[config.mk]
export PLATFORM = sky130hd
export DESIGN_NAME = string_pattern_tx
export DESIGN_NICKNAME = d
export VERILOG_FILES = /design/src/rtl/string_pattern_tx.sv
export SDC_FILE = /design/constraint.sdc
export NUM_CORES = 1
export LEC_CHECK = 0
export BUFFER_PORTS_ARGS = -buffer_cell sky130_fd_sc_hd__buf_2
export CAP_MARGIN = 20
export CORE_UTILIZATION = 31
export CTS_CLUSTER_SIZE = 40
export DETAILED_ROUTE_END_ITERATION = 16
export GPL_TIMING_DRIVEN = 0
export PLACE_DENSITY = 0.56
export SYNTH_ARGS = -nofsm -noshare
export SYNTH_HDL_FRONTEND = slang
export SYNTH_SLANG_ARGS = --single-unit
[constraint.sdc]
create_clock -name clk -period 2.8 [get_ports clk]
set_input_delay 0.42 -clock clk [delete_from_list [all_inputs] [get_ports clk]]
set_output_delay 0.42 -clock clk [all_outputs]
set_load 0.1 [all_outputs]
[src/rtl/string_pattern_tx.sv]
// Serial pattern transmitter: sends a PAT_W-bit pattern MSB first, rep times,
// with gap idle cycles between repetitions; all outputs registered.
module string_pattern_tx #(
  parameter int unsigned          PAT_W   = 4,
  parameter logic [PAT_W-1:0]     DEF_PAT = PAT_W'(4'b1101)
) (
  input  logic             clk,
  input  logic             clr,
  input  logic             start,
  input  logic             use_def,
  input  logic [PAT_W-1:0] pat,
  input  logic [3:0]       rep,
  input  logic [2:0]       gap,
  output logic             x,
  output logic             mark,
  output logic             busy,
  output logic             done,
  output logic [3:0]       sent_cnt
);

  localparam int unsigned IDX_W = (PAT_W > 1) ? $clog2(PAT_W) : 1;
  localparam logic [IDX_W-1:0] IDX_MSB = IDX_W'(PAT_W - 1);

  localparam logic [1:0] S_IDLE = 2'd0;
  localparam logic [1:0] S_SEND = 2'd1;
  localparam logic [1:0] S_GAP  = 2'd2;
  localparam logic [1:0] S_DONE = 2'd3;

  logic [1:0]       state, state_d;
  logic [IDX_W-1:0] idx, idx_d, idx_m1;
  logic [PAT_W-1:0] pat_q, pat_d, sel_pat;
  logic [3:0]       rep_q, rep_d;
  logic [2:0]       gap_q, gap_d, gcnt, gcnt_d;
  logic [3:0]       cnt_d, cnt_inc;
  logic             x_d, mark_d, busy_d, done_d;

  assign sel_pat = use_def ? DEF_PAT : pat;
  assign idx_m1  = idx - IDX_W'(1);
  assign cnt_inc = sent_cnt + 4'd1;

  // Next state and next registered outputs; idx is the bit currently on x
  always_comb begin
    state_d = state;
    idx_d   = idx;
    pat_d   = pat_q;
    rep_d   = rep_q;
    gap_d   = gap_q;
    gcnt_d  = gcnt;
    cnt_d   = sent_cnt;
    x_d     = 1'b0;
    mark_d  = 1'b0;
    busy_d  = 1'b0;
    done_d  = 1'b0;
    case (state)
      S_IDLE: begin
        if (start) begin
          pat_d = sel_pat;
          rep_d = rep;
          gap_d = gap;
          cnt_d = 4'd0;
          busy_d = 1'b1;
          if (rep != 4'd0) begin
            state_d = S_SEND;
            idx_d   = IDX_MSB;
            x_d     = sel_pat[PAT_W-1];
          end else begin
            state_d = S_DONE;
            done_d  = 1'b1;
          end
        end
      end
      S_SEND: begin
        busy_d = 1'b1;
        if (idx != '0) begin
          idx_d  = idx_m1;
          x_d    = pat_q[idx_m1];
          mark_d = (idx_m1 == '0);
        end else begin
          cnt_d = cnt_inc;
          if (cnt_inc == rep_q) begin
            state_d = S_DONE;
            done_d  = 1'b1;
          end else if (gap_q != 3'd0) begin
            state_d = S_GAP;
            gcnt_d  = gap_q - 3'd1;
          end else begin
            idx_d = IDX_MSB;
            x_d   = pat_q[PAT_W-1];
          end
        end
      end
      S_GAP: begin
        busy_d = 1'b1;
        if (gcnt == 3'd0) begin
          state_d = S_SEND;
          idx_d   = IDX_MSB;
          x_d     = pat_q[PAT_W-1];
        end else begin
          gcnt_d = gcnt - 3'd1;
        end
      end
      default: begin
        state_d = S_IDLE;
      end
    endcase
  end

  always_ff @(posedge clk or posedge clr) begin
    if (clr) begin
      state    <= S_IDLE;
      idx      <= '0;
      pat_q    <= '0;
      rep_q    <= '0;
      gap_q    <= '0;
      gcnt     <= '0;
      sent_cnt <= '0;
      x        <= 1'b0;
      mark     <= 1'b0;
      busy     <= 1'b0;
      done     <= 1'b0;
    end else begin
      state    <= state_d;
      idx      <= idx_d;
      pat_q    <= pat_d;
      rep_q    <= rep_d;
      gap_q    <= gap_d;
      gcnt     <= gcnt_d;
      sent_cnt <= cnt_d;
      x        <= x_d;
      mark     <= mark_d;
      busy     <= busy_d;
      done     <= done_d;
    end
  end

endmodule

# Word level (Yosys, flattened, before mapping)

Cells that the tools add are included.

Mux-type cells: 41
Order comparisons: 1
Reductions and logical operators: 15
Equality and inequality tests: 13
Add/sub/neg operators: 4

Operators by type and width:

| kind                  | number |
|---|---|
| $mux W2               | 12 |
| $mux W1               | 14 |
| $ne A2 B2 Y1 const B  | 7 |
| $mux W3               | 4 |
| $mux W4               | 3 |
| $pmux W2 S3           | 2 |
| $ne A3 B3 Y1 const B  | 3 |
| $pmux W4 S2           | 1 |
| $pmux W3 S2           | 1 |
| $reduce_and A6 Y1     | 1 |
| $reduce_bool A2 Y1    | 3 |
| $reduce_bool A3 Y1    | 2 |
| $sub A3 B1 Y3 const B | 2 |
| $reduce_and A5 Y1     | 1 |
| $add A4 B1 Y4 const B | 1 |
| $eq A4 B4 Y1          | 1 |
| $logic_not A2 Y1      | 2 |
| $pmux W1 S2           | 2 |
| $reduce_and A4 Y1     | 1 |
| $reduce_bool A4 Y1    | 1 |
| $logic_not A3 Y1      | 1 |
| $lt A2 B3 Y1 const B  | 1 |
| $pmux W1 S3           | 1 |
| $reduce_and A3 Y1     | 1 |
| 6 further kinds       | 6 |

Logic and storage cells: 85
Output and inout bits: 8
Register bits after elaboration: 26

# Longest topological paths before layout

Depth after elaboration: 5
Depth in mapped cells: 10

# Worst setup path before layout

No wires, ideal clock.

Kind: register to register
Start: register sent_cnt[0]
End: register state[0]
Arrival: 2.459 ns
Period minus slack after synthesis: 2.584 ns
Setup time: 0.125 ns
Stages on the path, launching flop included: 7
Setup slack: 0.216 ns
Buffers on the path: 0
Cell sequence: dfrtp_1 > ha_1 > xor2_1 > nor3_2 > nand2_2 > a31o_1 > mux2_4

Cells in the longest elaborated chain, start to end: 5
Elaborated cells on any way between the ends: 7
Classes of those cells: 1 x add/sub; 2 x eq/ne; 3 x mux; 1 x reduce/logical

RTL lines:

| what                   | RTL line | RTL |
|---|---|---|
| start, declared        | 18       | `output logic [3:0] sent_cnt` |
| start signal, assigned | 128      | `sent_cnt <= cnt_d;` |
| $add A4 B1 Y4 *        | 39       | `assign cnt_inc = sent_cnt + 4'd1;` |
| $eq A4 B4 Y1 *         | 80       | `if (cnt_inc == rep_q) begin` |
| $mux W2                | 80       |  |
| $mux W2                | 74       | `if (idx != '0) begin` |
| $pmux W2 S3            | 54       | `case (state)` |
| end signal, assigned   | 122      | `state <= state_d;` |
| end, declared          | 29       | `logic [1:0] state, state_d;` |

Every way passes the cells marked *; elsewhere a longest branch is shown, timed or not. The select of a mux whose other input is x is not followed.
A chain may end at the register's enable or synchronous reset.

# Final worst setup path

Start: register state[0]
End: register gcnt[2]

Cells in the longest elaborated chain, start to end: 3
Elaborated cells on any way between the ends: 9
Classes of those cells: 6 x eq/ne; 1 x mux; 2 x reduce/logical

RTL lines:

| what                                                                       | RTL line | RTL |
|---|---|---|
| $eq A2 B2 Y1 / $eq A2 B1 Y1 (equally long branches)                        | 54       |  |
| $ne A2 B2 Y1 (no source line) / $reduce_bool A2 Y1 (equally long branches) | n/a      |  |
| $reduce_and A5 Y1 (no source line)                                         | n/a      |  |
| end signal, assigned                                                       | 127      | `gcnt <= gcnt_d;` |
| end, declared                                                              | 33       | `logic [2:0] gap_q, gap_d, gcnt, gcnt_d;` |

Several ways; a longest one is shown, not always the timed one.

==> results.py <==
metrics = {
    "run_status": {
        "status": "complete, no violations",
    },
    "setup_path": {
        "start_kind": "flop",
        "rr_endpoint": "gcnt[2]",
        "cp_max_fo": 9,
        "critPathCapture": "gcnt[2]",
        "cp-end-kind": "flop",
        "cp_data_arrival_time_ps": 2570,
        "crit_chain": "inv_1 > ha_1 > clkbuf_1 > mux2i_1 > ha_1 > xnor2_1 > nor3_1 > nand2_1 > a21oi_1 > a2111o_1",
        "worstSetupStartpoint": "state[0]",
        "cp_slowest_cell": "dfrtp_1",
        "r2r_cells": 10,
        "slowest_delay_ps": 420,
        "path_class": "flop to flop",
        "crit_top_cell": "ha_1",
        "rr_startpoint": "state[0]",
        "critical_path_required_ps": 2960,
        "reg2reg_setup_slack_ps": 390,
    },
    "synth": {
        "netlist_top_cells_area": "dfrtp_1, ha_1, mux2_1",
        "muxShareOfSynthArea": 0.113,
        "ys_types": 39,
        "avgSynthCellArea_sq_um": 10.0,
        "synth_ff_type": "dfrtp_1",
        "syn-num-nets": 176,
        "synth_top_cell_area_share": 0.424,
        "synth-async-reset-ratio": 1.00,
        "ys_ff_latch": 26,
        "ys.warnings.count": 0,
        "yosysTopAreaCell": "dfrtp_1",
        "synthAdderAreaFrac": 0.0653,
        "synthXorXnorAreaFrac": 0.0498,
        "synth_compound_area_frac": 0.135,
        "syn_inst": 153,
        "synth_edf_count": 0,
        "synth-simple-area-share": 0.181,
        "syn-cell-area_sq_um": 1530,
        "synth_top_family_by_area": "simple AND/OR/NAND/NOR gates",
        "synth_seq_area_share": 0.424,
    },
    "finish": {
        "seq_area_sq_um": 651,
        "multi_input_area_sq_um": 833,
        "final_common_cell": "dfrtp_1",
        "n_antenna_cell": 0,
        "layout-drive-gt1-share": 0.200,
        "layout_common_cells": "dfrtp_1, buf_2, nand2_1",
        "final_nets": 204,
        "areaGrowthSynthToFinish_pct": 18.0,
        "nFillCells": 527,
    },
    "power": {
        "powerDensity_nw_per_um2": 358,
        "seq_power_share": 0.579,
        "clock_power_share": 0.381,
        "intPower_uw": 513,
        "peakVddDrop_mv": 0.181,
        "power_frac_comb": 0.040,
        "switching_power_uw": 134,
        "switching_share": 0.207,
        "leakagePower_uw": 0.000891,
    },
    "cts": {
        "clock_sinks": 26,
        "ctsResizeCount": 0,
        "cts_max_level": 1,
        "root_buffer": "clkbuf_8",
        "post_cts_buffers": 0,
        "cts_tree": "done",
        "cts_max_path_buffers": 2,
        "clk_latency_ps": 270,
        "ctsHoldBuffers": 0,
        "clkTransAtPathRegs_ps": 90,
        "cts_buffers": 3,
    },
    "global_routing": {
        "antenna_found_initial": 0,
        "gr-usage-all-layers": 0.141,
        "grt_max_degree": 27,
        "grt-ovfl-total": 0,
        "grt_pass1_vias": 1230,
        "grt_pass1_wl_mm": 5.74,
    },
    "floorplanning": {
        "core-area_sq_um": 4750,
        "die_w_um": 72.3,
        "ios": 23,
        "die_y_um": 72.3,
        "num_rows": 25,
        "start_util": 0.322,
        "die-area_sq_um": 5230,
    },
    "sta": {
        "slew_headroom": 0.650,
        "hold_ws_ps": 67.9,
        "fin_crit_ps": 2410,
        "fmax_mhz": 414,
        "worst_pin_slew_ps": 521,
        "setup_tns_ps": 0,
        "slew_violations": 0,
        "period_share": 0.862,
        "fin_ws_ps": 386,
        "setup_viol": 0,
        "rsz0062_at_grt": "false",
        "clock_skew_ps": 3.34,
        "hold_viol_final": 0,
    },
    "detailed_routing": {
        "drt_iter0_drc": 46,
        "wl_mm": 3.15,
        "vias": 1170,
        "drc": 0,
        "wl_per_cell_um": 12.7,
        "ant_nets": 0,
        "drt_first_pass_iters": 4,
        "vias_per_cell": 4.74,
    },
    "place": {
        "io_buffers": 22,
        "hpwl_mm": 2.46,
        "place.gp.congestion": 0.816,
        "dpl_worst_slack_ps": 406,
    },
    "hold_path": {
        "hold_path_class": "input pin to asynchronous set/reset pin",
    },
    "flow_run": {
        "drv_cap": 0,
    },
}
## synthesized netlist by cell type, types with 2 or more instances
cell type	n
o31ai_1	2
mux2_1	8
inv_1	7
o21ai_1	7
nor2_1	11
nand3_1	7
a21oi_1	4
dfrtp_1	26
mux2_4	2
nand2_1	16
ha_1	8
nor3_1	6
a32oi_1	2
and3_1	2
a21o_1	2
nand2b_1	3
or3_1	3
a2111o_1	2
a22o_1	2
xnor2_1	3
mux2i_1	3
a31oi_1	2
o22ai_1	2
nor2b_1	4
clkbuf_1	5
## worst max-delay path: cells and delay by family (launching register included)
family	cells	cell delay [ps]
AOI/OAI and AO/OA	2	430
buffers and inverters	2	480
DFF	1	420
muxes	1	270
xor gates and xnor gates	1	140
adders and majority gates	2	400
and+or+nand+nor	2	170
## layer usage
metal,up-vias,GRT usage,part of all wire,wire length (um)
met5,-,0,0,0
met4,0,0.0675,0.020,64
met3,4,0.0236,0.034,107
met2,20,0.222,0.46,1450
met1,549,0.189,0.49,1530
li1,597,-,-,-
## worst min path at each step
stage,to,cells after the start,start
6_report,gap_q[1],2,clr
5_1_grt,gap_q[1],2,clr
4_1_cts,gap_q[2],2,gap[2]
3_5_place_dp,pat_q[1],2,pat_q[1]
3_3_place_gp,pat_q[1],2,pat_q[1]
2_1_floorplan,pat_q[1],2,pat_q[1]
## power groups by stage
stage | Combinational, uW | Clock (uW) | Sequential [uW]
final | 25.8 | 247 | 375
after CTS | 22.4 | 259 | 375
after global routing | 29.8 | 280 | 375
after floorplan | 8.35 | 0 | 383
after global placement | 22.6 | 0 | 383
after detailed placement | 22.5 | 0 | 383
## cells by family (layout without fill, tap and decap cells)
logic type,after synthesis,in the layout
AOI/OAI and AO/OA,29,29
muxes,14,14
and+or+nand+nor,57,57
xor gates and xnor gates,6,6
DFF,26,26
adders and majority gates,8,8
buffers and inverters,13,40
## area by class of cell
| cell class | instances | area share |
|---|---|---|
| Tap cell | 67 | 0.0463 |
| Sequential cell | 26 | 0.360 |
| Inverter | 8 | 0.0166 |
| Clock buffer | 4 | 0.0304 |
| Multi-Input combinational cell | 114 | 0.461 |
| Timing Repair Buffer | 23 | 0.0761 |
| Buffer | 5 | 0.0104 |
## sequential cells by signal, summed over array words and instances (netlist names)
register  cells
busy          1
done          1
gap_q         3
gcnt          3
idx           2
mark          1
pat_q         4
rep_q         4
sent_cnt      4
state         2
x             1
## through the flow
step / std cells / instance area (sq um) / utilization / total power, uW
2_1_floorplan: 153 / 1530 / - / 391
3_3_place_gp: 242 / 1730 / 0.363 / 405
3_5_place_dp: 242 / 1730 / 0.363 / 405
4_1_cts: 246 / 1780 / 0.375 / 657
5_1_grt: 247 / 1810 / 0.381 / 685
6_report: 247 / 1810 / 0.381 / 648
Power figures use the tool's default switching activity.
